$ cat src/rtl/uart_byte_receiver.sv
// 8N1 serial byte receiver with two-flop synchroniser and single-cycle result pulses.
// Define UART_RX_PARITY_EN to add a parity bit (8E1/8O1, selected by PARITY_ODD).
module uart_byte_receiver #(
    parameter int CLK_FREQ = 25_000_000,
    parameter int BAUD     = 115200
`ifdef UART_RX_PARITY_EN
    ,
    parameter bit PARITY_ODD = 1'b0
`endif
) (
    input  logic       clk,
    input  logic       rst_n,
    input  logic       uart_rx,
    output logic [7:0] o_data,
    output logic       o_valid,
    output logic       o_frame_err,
    output logic       o_parity_err,
    output logic       o_busy
);
    localparam int DIV   = CLK_FREQ / BAUD;
    localparam int HALF  = DIV / 2;
    localparam int CNT_W = $clog2(DIV);
    localparam logic [CNT_W-1:0] CNT_LAST = CNT_W'(DIV - 1);
    localparam logic [CNT_W-1:0] CNT_MID  = CNT_W'(HALF - 1);

    localparam logic [2:0] S_IDLE   = 3'd0;
    localparam logic [2:0] S_START  = 3'd1;
    localparam logic [2:0] S_DATA   = 3'd2;
`ifdef UART_RX_PARITY_EN
    localparam logic [2:0] S_PARITY = 3'd3;
`endif
    localparam logic [2:0] S_STOP   = 3'd4;
    localparam logic [2:0] S_WAIT   = 3'd5;

    logic             rx_meta_q, rx_s_q, rx_d_q;
    logic [1:0]       flush_q, flush_d;
    logic             armed_q, armed_d;
    logic [2:0]       state_q, state_d;
    logic [CNT_W-1:0] bit_cnt_q, bit_cnt_d;
    logic [2:0]       bit_idx_q, bit_idx_d;
    logic [7:0]       shift_q, shift_d;
    logic [7:0]       data_q, data_d;
    logic             valid_q, valid_d;
    logic             frame_err_q, frame_err_d;
    logic             parity_err_q, parity_err_d;
    logic             busy_q, busy_d;
    logic             start_edge, sample, parity_bad;

    // Only arm edge detection once the synchroniser holds a real high from the line,
    // so a line still low when reset releases never looks like a start bit.
    always_comb begin
        flush_d = (flush_q == 2'd2) ? flush_q : flush_q + 2'd1;
        armed_d = armed_q | ((flush_q == 2'd2) & rx_s_q);
    end

    assign start_edge = armed_q & rx_d_q & ~rx_s_q;
    assign sample     = (state_q == S_START) ? (bit_cnt_q == CNT_MID) : (bit_cnt_q == CNT_LAST);

`ifdef UART_RX_PARITY_EN
    logic par_bit_q, par_bit_d;
    assign parity_bad = par_bit_q ^ (^shift_q) ^ PARITY_ODD;
`else
    assign parity_bad = 1'b0;
`endif

    always_comb begin
        state_d      = state_q;
        bit_cnt_d    = bit_cnt_q + 1'b1;
        bit_idx_d    = bit_idx_q;
        shift_d      = shift_q;
        data_d       = data_q;
        valid_d      = 1'b0;
        frame_err_d  = 1'b0;
        parity_err_d = 1'b0;
`ifdef UART_RX_PARITY_EN
        par_bit_d    = par_bit_q;
`endif
        case (state_q)
            S_IDLE: begin
                if (start_edge) state_d = S_START;
            end
            S_START: begin
                if (sample) begin
                    state_d   = rx_s_q ? S_IDLE : S_DATA;
                    bit_idx_d = 3'd0;
                end
            end
            S_DATA: begin
                if (sample) begin
                    shift_d   = {rx_s_q, shift_q[7:1]};
                    bit_idx_d = bit_idx_q + 3'd1;
`ifdef UART_RX_PARITY_EN
                    if (bit_idx_q == 3'd7) state_d = S_PARITY;
`else
                    if (bit_idx_q == 3'd7) state_d = S_STOP;
`endif
                end
            end
`ifdef UART_RX_PARITY_EN
            S_PARITY: begin
                if (sample) begin
                    par_bit_d = rx_s_q;
                    state_d   = S_STOP;
                end
            end
`endif
            S_STOP: begin
                if (sample) begin
                    if (!rx_s_q) begin
                        frame_err_d = 1'b1;
                        state_d     = S_WAIT;
                    end else begin
                        if (parity_bad) begin
                            parity_err_d = 1'b1;
                        end else begin
                            data_d  = shift_q;
                            valid_d = 1'b1;
                        end
                        state_d = S_IDLE;
                    end
                end
            end
            S_WAIT: begin
                if (rx_s_q) state_d = S_IDLE;
            end
            default: state_d = S_IDLE;
        endcase
        if (sample || (state_d != state_q) || (state_q == S_IDLE) || (state_q == S_WAIT))
            bit_cnt_d = '0;
        busy_d = (state_d != S_IDLE);
    end

    always_ff @(posedge clk or negedge rst_n) begin
        if (!rst_n) begin
            rx_meta_q    <= 1'b1;
            rx_s_q       <= 1'b1;
            rx_d_q       <= 1'b1;
            flush_q      <= 2'd0;
            armed_q      <= 1'b0;
            state_q      <= S_IDLE;
            bit_cnt_q    <= '0;
            bit_idx_q    <= 3'd0;
            shift_q      <= 8'h00;
            data_q       <= 8'h00;
            valid_q      <= 1'b0;
            frame_err_q  <= 1'b0;
            parity_err_q <= 1'b0;
            busy_q       <= 1'b0;
        end else begin
            rx_meta_q    <= uart_rx;
            rx_s_q       <= rx_meta_q;
            rx_d_q       <= rx_s_q;
            flush_q      <= flush_d;
            armed_q      <= armed_d;
            state_q      <= state_d;
            bit_cnt_q    <= bit_cnt_d;
            bit_idx_q    <= bit_idx_d;
            shift_q      <= shift_d;
            data_q       <= data_d;
            valid_q      <= valid_d;
            frame_err_q  <= frame_err_d;
            parity_err_q <= parity_err_d;
            busy_q       <= busy_d;
        end
    end

`ifdef UART_RX_PARITY_EN
    always_ff @(posedge clk or negedge rst_n) begin
        if (!rst_n) par_bit_q <= 1'b0;
        else        par_bit_q <= par_bit_d;
    end
`endif

    assign o_data       = data_q;
    assign o_valid      = valid_q;
    assign o_frame_err  = frame_err_q;
    assign o_parity_err = parity_err_q;
    assign o_busy       = busy_q;
endmodule

$ cat config.mk
export PLATFORM = sky130hd
export DESIGN_NAME = uart_byte_receiver
export DESIGN_NICKNAME = d
export VERILOG_FILES = /design/src/rtl/uart_byte_receiver.sv
export SDC_FILE = /design/constraint.sdc
export NUM_CORES = 1
export LEC_CHECK = 0
export BUFFER_PORTS_ARGS = -buffer_cell sky130_fd_sc_hd__buf_2
export CAP_MARGIN = 20
export CORE_MARGIN = 2
export CORE_UTILIZATION = 45
export DETAILED_ROUTE_END_ITERATION = 12
export PLACE_DENSITY = 0.74
export REMOVE_ABC_BUFFERS = 1
export SLEW_MARGIN = 0
export SYNTH_ARGS = -nofsm -noshare
export SYNTH_HDL_FRONTEND = slang
export SYNTH_SLANG_ARGS = --single-unit
$ cat constraint.sdc
create_clock -name clk -period 2.2 [get_ports clk]
set_input_delay 0.66 -clock clk [delete_from_list [all_inputs] [get_ports clk]]
set_output_delay 0.66 -clock clk [all_outputs]
set_load 0.03 [all_outputs]
Yosys cells after proc, flatten, opt, wreduce, memory -nomap -nowiden --
Cells that the tools add are included.
Word-level totals: register bits after elaboration 39, output and inout port bits 12, bits of input ports 3, word-level logic and storage cells 61
Operators by class: eq/ne operators 11, bitwise logic cells 5, reductions and logical operators 9, muxes and demuxes 20, add/sub/neg operators 3
Operators by type and width (count):
- 3-bit two-way mux | 9
- 3-bit one-hot mux with 5 select lines | 1
- 3-bit == test (second input constant) | 3
- 8-bit by 1-bit adder with 8-bit output (second input constant) | 1
- 8-bit by 7-bit == test with 1-bit output (second input constant) | 1
- 8-bit == test (second input constant) | 1
- 8-bit two-way mux | 1
- 1-bit two-way mux | 7
- 3-bit one-hot mux with 2 select lines | 1
- 3-bit AND reduction | 2
- 2-bit != test (second input constant) | 2
- 3-bit by 1-bit adder with 3-bit output (second input constant) | 1
- 1-bit bitwise AND | 3
- 3-bit by 1-bit == test with 1-bit output (second input constant) | 1
- 3-bit by 2-bit == test with 1-bit output (second input constant) | 1
- 3-bit logical NOT | 1
- 1-bit logical OR | 3
- 3-bit != test | 1
- 3-bit nonzero test | 1
- 2-bit by 1-bit adder with 2-bit output (second input constant) | 1
- 2-bit == test (second input constant) | 1
- 2-bit two-way mux | 1
- 2-bit AND reduction | 1
- 2-bit nonzero test | 1
- 2 further kinds | 2

Logic depth before layout (Yosys ltp) --
word-level depth 9, mapped depth 6, depth with buffers taken out 6

Least setup slack after synthesis --
No wires, ideal clock.
kind flip-flop to flip-flop, from reg rx_s_q, to reg data_q[0] (netlist: o_data[0]), period minus slack after synthesis 1766 ps, library setup time 125 ps, stages on the path, launching flop included 5, required time 2075 ps, path buffers 1, slack 434 ps, arrival 1641 ps, path through dfstp_2 > clkbuf_1 > nand2_1 > nor4_4 > mux2_2
On the way: longest elaborated chain between the ends 1
RTL lines:
- start: declaration | RTL line 35 | logic rx_meta_q, rx_s_q, rx_d_q;
- start signal: assignment | RTL line 151 | rx_s_q <= rx_meta_q;
- 3-bit AND reduction (no source line)
- end signal: assignment | RTL line 159 | data_q <= data_d;
- end: declaration | RTL line 42 | logic [7:0] data_q, data_d;
No other way between the ends. A chain may end at the register's enable or synchronous reset.

Worst setup path after layout --
from reg bit_cnt_q[5], to reg data_q[2] (netlist: o_data[2])
On the way: longest elaborated chain between the ends 3, elaborated cells between the ends (all ways) 4, classes of those cells 2 x eq/ne; 1 x mux; 1 x reduce/logical
RTL lines:
- start: declaration | RTL line 39 | logic [CNT_W-1:0] bit_cnt_q, bit_cnt_d;
- start signal: assignment | RTL line 156 | bit_cnt_q <= bit_cnt_d;
- 8-bit == test or 8-bit by 7-bit == test with 1-bit output (tied branches) | RTL line 57 | assign sample = (state_q == S_START) ? (bit_cnt_q == CNT_MID) : (bit_cnt_q == CNT_LAST);
- 1-bit two-way mux (*) | RTL line 57
- 3-bit AND reduction (no source line) (*)
Mark *: on every way between the ends. The rest lies on a longest branch, timed or not.

==> impl_metrics.toml <==
[outcome]
outcome = "finished clean"

[synthesis]
synth_sequential_area_ratio_pct = 54.3
syn_inst = 148
number_of_unique_standard_cell_types_used_by_synthesis = 42
muxShareOfSynthArea_pct = 9.99
synth_xor_area_share_pct = 3.40
synth_fa_ha_area_share_pct = 2.77
yosysWarningCount = 0
synthSimpleGateAreaFrac_pct = 19.3
synthesized_area_fraction_occupied_by_ao_oa_aoi_and_oai_cells_pct = 7.77
syn_area_per_cell_sq_um = 12.2
cell_area_synth_sq_um = 1800
number_of_storage_elements_in_the_synthesis_netlist = 39
main_combinational_cell_family_by_area_after_synthesis = "simple AND/OR/NAND/NOR gates"

[floorplan]
core_area_sq_um = 3940
ios = 15
die_w_microns = 67.3
chipHeight_microns = 67.3
floorplan.initialDensity_pct = 45.8
fp.dieArea_sq_um = 4530
fp-row-count = 23

[sta]
rsz0062_at_grt = "no"
final_max_slew_viol_count = 0
skew_ns = 0.00535
final_period_minus_worst_setup_slack_ns = 1.96
fin_setup_tns_ns = 0
report.final.hold_viol_count = 0
max_freq_mhz = 510
timing.slew.headroom_pct = 57.8
finalSetupViolations = 0
worstMarginPinSlew_ns = 0.628
min_period_over_period_pct = 89.1

[critical_path]
timing.rr.end = "o_data[2]"
setup.worst_path.class = "register to register"
worstPathArrival_ns = 2.14
crit_path_start_kind = "register"
worst_r2r_startpoint = "bit_cnt_q[5]"
minimum_setup_slack_among_reg_to_reg_paths_ns = 0.24
worst_setup_path_endpoint = "o_data[2]"
worstPathMaxFanout = 9
crit_required_ns = 2.38
endpoint_kind = "register"
r2r_cell_count = 4
worstSetupStartpoint = "bit_cnt_q[5]"

[worst_hold_path]
min_path_type = "register to register"

[cts]
clock_pin_transition_on_the_worst_setup_and_hold_timing_paths_ns = 0.08
clock_sink_count = 39
cts_max_path_bufs = 2
number_of_gates_resized_after_cts = 0
cts_root_buf = "clkbuf_8"
insertion_delay_ns = 0.29
h-tree-depth = 2
tritoncts.num_buffers = 5
tritoncts = "done"
post-cts-setup-buffer-count = 0
ctsHoldBuffers = 0

[route]
dr_total_vias = 1222
routedWlPerCell_microns = 15.3
via_per_inst = 5.63
antenna_left = 0
first_pass_iters = 4
post-route-drc-count = 0
drt_iter0_drc = 107
wirelength_microns = 3320

[cells_and_area]
multi_input_comb_area_sq_um = 783
fill_cells = 341
layout.cell_area.non_filler_sq_um = 2050
areaGrowthSynthToFinish_pct = 13.7
regArea_sq_um = 980
diodes = 0
final_layout_size_suffix_gt1_share_pct = 29.3
finalNetCount = 173

[power_and_ir_drop]
leakage_nw = 0.953
irDropWorstVdd_mv = 0.433
cellPowerDensity_nw_per_um2 = 804

[placed_design]
half_perimeter_wire_length_after_detailed_placement_microns = 2350
buffer_ports.inserted = 13
postPlaceCellArea_sq_um = 1940
globalplace.congestion = 0.873

[global_routing]
grt_first_pass_wirelength_microns = 5360
first_global_vias = 1175
grt_usage_pct = 16.1
globalRoute.totalOverflow = 0
grt_start_max_net_pins = 40
grt_antenna_before_repair = 0

[flow_run]
drv_cap = 0
## cells in the final DEF, fill, tap and decap left out, types with 3 or more instances in the layout
master	n
and3_1	5
xor2_1	5
mux2_2	16
nor3_1	10
inv_1	4
a21oi_1	4
dfstp_2	3
nand3_1	6
nand2_1	5
a221o_1	3
ha_1	4
nand3b_1	3
dfrtp_1	36
nor4_1	3
nor3b_1	4
clkbuf_8	5
buf_4	4
buf_2	13
## metrics by stage
| step | total power [mW] | utilization [%] | hold slack (ns) | setup WS, ns | std cells |
|---|---|---|---|---|---|
| after floorplan | 0.980 | - | 0.345 | 0.446 | 142 |
| final | 1.65 | 52.0 | 0.360 | 0.240 | 217 |
| after CTS | 1.68 | 52.0 | 0.364 | 0.225 | 217 |
| after global routing | 1.74 | 52.0 | 0.368 | 0.0377 | 217 |
| after global placement | 1.04 | 49.1 | 0.347 | 0.319 | 209 |
| after detailed placement | 1.06 | 49.1 | 0.351 | 0.239 | 209 |
## cell type report
| cell class | instances | share of cell area [%] |
|---|---|---|
| multi-input combinational | 99 | 38.2 |
| tap | 50 | 3.05 |
| sequential | 39 | 47.7 |
| inverter | 4 | 0.732 |
| timing repair buffer | 17 | 4.63 |
| clock buffer | 5 | 3.35 |
| clock inverter | 3 | 2.32 |
## how the worst min path moves through the flow
stage / startpoint / endpoint / slack, ns / cells past startpoint
after floorplan: rx_meta_q / rx_s_q / 0.35 / 0
after global placement: rx_meta_q / rx_s_q / 0.35 / 0
after detailed placement: rx_meta_q / rx_s_q / 0.35 / 0
after CTS: rx_meta_q / rx_s_q / 0.36 / 0
after global routing: rx_meta_q / rx_s_q / 0.37 / 0
final: rx_meta_q / rx_s_q / 0.36 / 0
## metal layers
layer	up-vias	routed length, microns	share of wire [%]	track usage, %
met5	-	0	0	0
met4	0	88	2.7	9.44
met3	9	99	3.0	3.50
met2	25	1600	48	24.3
met1	601	1530	46	21.3
li1	587	-	-	-
## where the power goes
group | total [mW] | internal (mW) | leakage, nW | switching [mW]
sequential | 0.848 | 0.768 | 0.510 | 0.0799
clock | 0.608 | 0.344 | 0.0587 | 0.264
combinational | 0.194 | 0.0886 | 0.384 | 0.105
## flip-flops by register name, summed over array words and instances, names as in the netlist, 2 cells and up
| name | cells |
|---|---|
| bit_cnt_q | 8 |
| o_data | 8 |
| shift_q | 8 |
| bit_idx_q | 3 |
| state_q | 3 |
| flush_q | 2 |
## synthesized netlist by cell type, drive strengths merged
| cell type | instances | share of area, % |
|---|---|---|
| nor3 | 10 | 2.8 |
| nand3b | 3 | 1.2 |
| conb | 1 | 0.21 |
| nand3 | 7 | 2.2 |
| a211oi | 1 | 0.42 |
| o31a | 1 | 0.49 |
| o221ai | 1 | 0.49 |
| and3 | 5 | 1.7 |
| dfrtp | 36 | 50 |
| and4b | 2 | 1.1 |
| nand4bb | 1 | 0.62 |
| xor2 | 5 | 2.4 |
| nand2b | 1 | 0.35 |
| buf | 1 | 0.42 |
| nor4 | 4 | 2.2 |
| o2bb2ai | 1 | 0.49 |
| nor2 | 3 | 0.76 |
| a21o | 1 | 0.42 |
| a31oi | 1 | 0.35 |
| xnor2 | 2 | 0.97 |
| nand2 | 5 | 1.0 |
| o21ai | 2 | 0.55 |
| and3b | 1 | 0.49 |
| nor3b | 5 | 2.4 |
| dfstp | 3 | 4.4 |
| inv | 4 | 0.83 |
| ha | 4 | 2.8 |
| a221o | 3 | 1.7 |
| o211ai | 2 | 0.83 |
| nor4b | 1 | 0.49 |
| clkbuf | 5 | 1.0 |
| a311oi | 1 | 0.49 |
| or3 | 2 | 0.69 |
| a31o | 1 | 0.49 |
| nand4b | 1 | 0.49 |
| a21oi | 4 | 1.1 |
| and4bb | 1 | 0.69 |
| mux2 | 16 | 10 |
## critical path, stage by stage (launching register included)
cell,delay [ns]
dfrtp_1,0.43
and4bb_1,0.32
nand3_2,0.12
nor4_4,0.56
mux2_2,0.41
## cells by family after synthesis
family                     Yosys count
and+or+nand+nor                     52
DFF                                 39
AOI/OAI and AO/OA                   19
muxes                               16
buffers and inverters               10
xor gates and xnor gates             7
adders and majority gates            4
other                                1
Power figures use the tool's default switching activity.
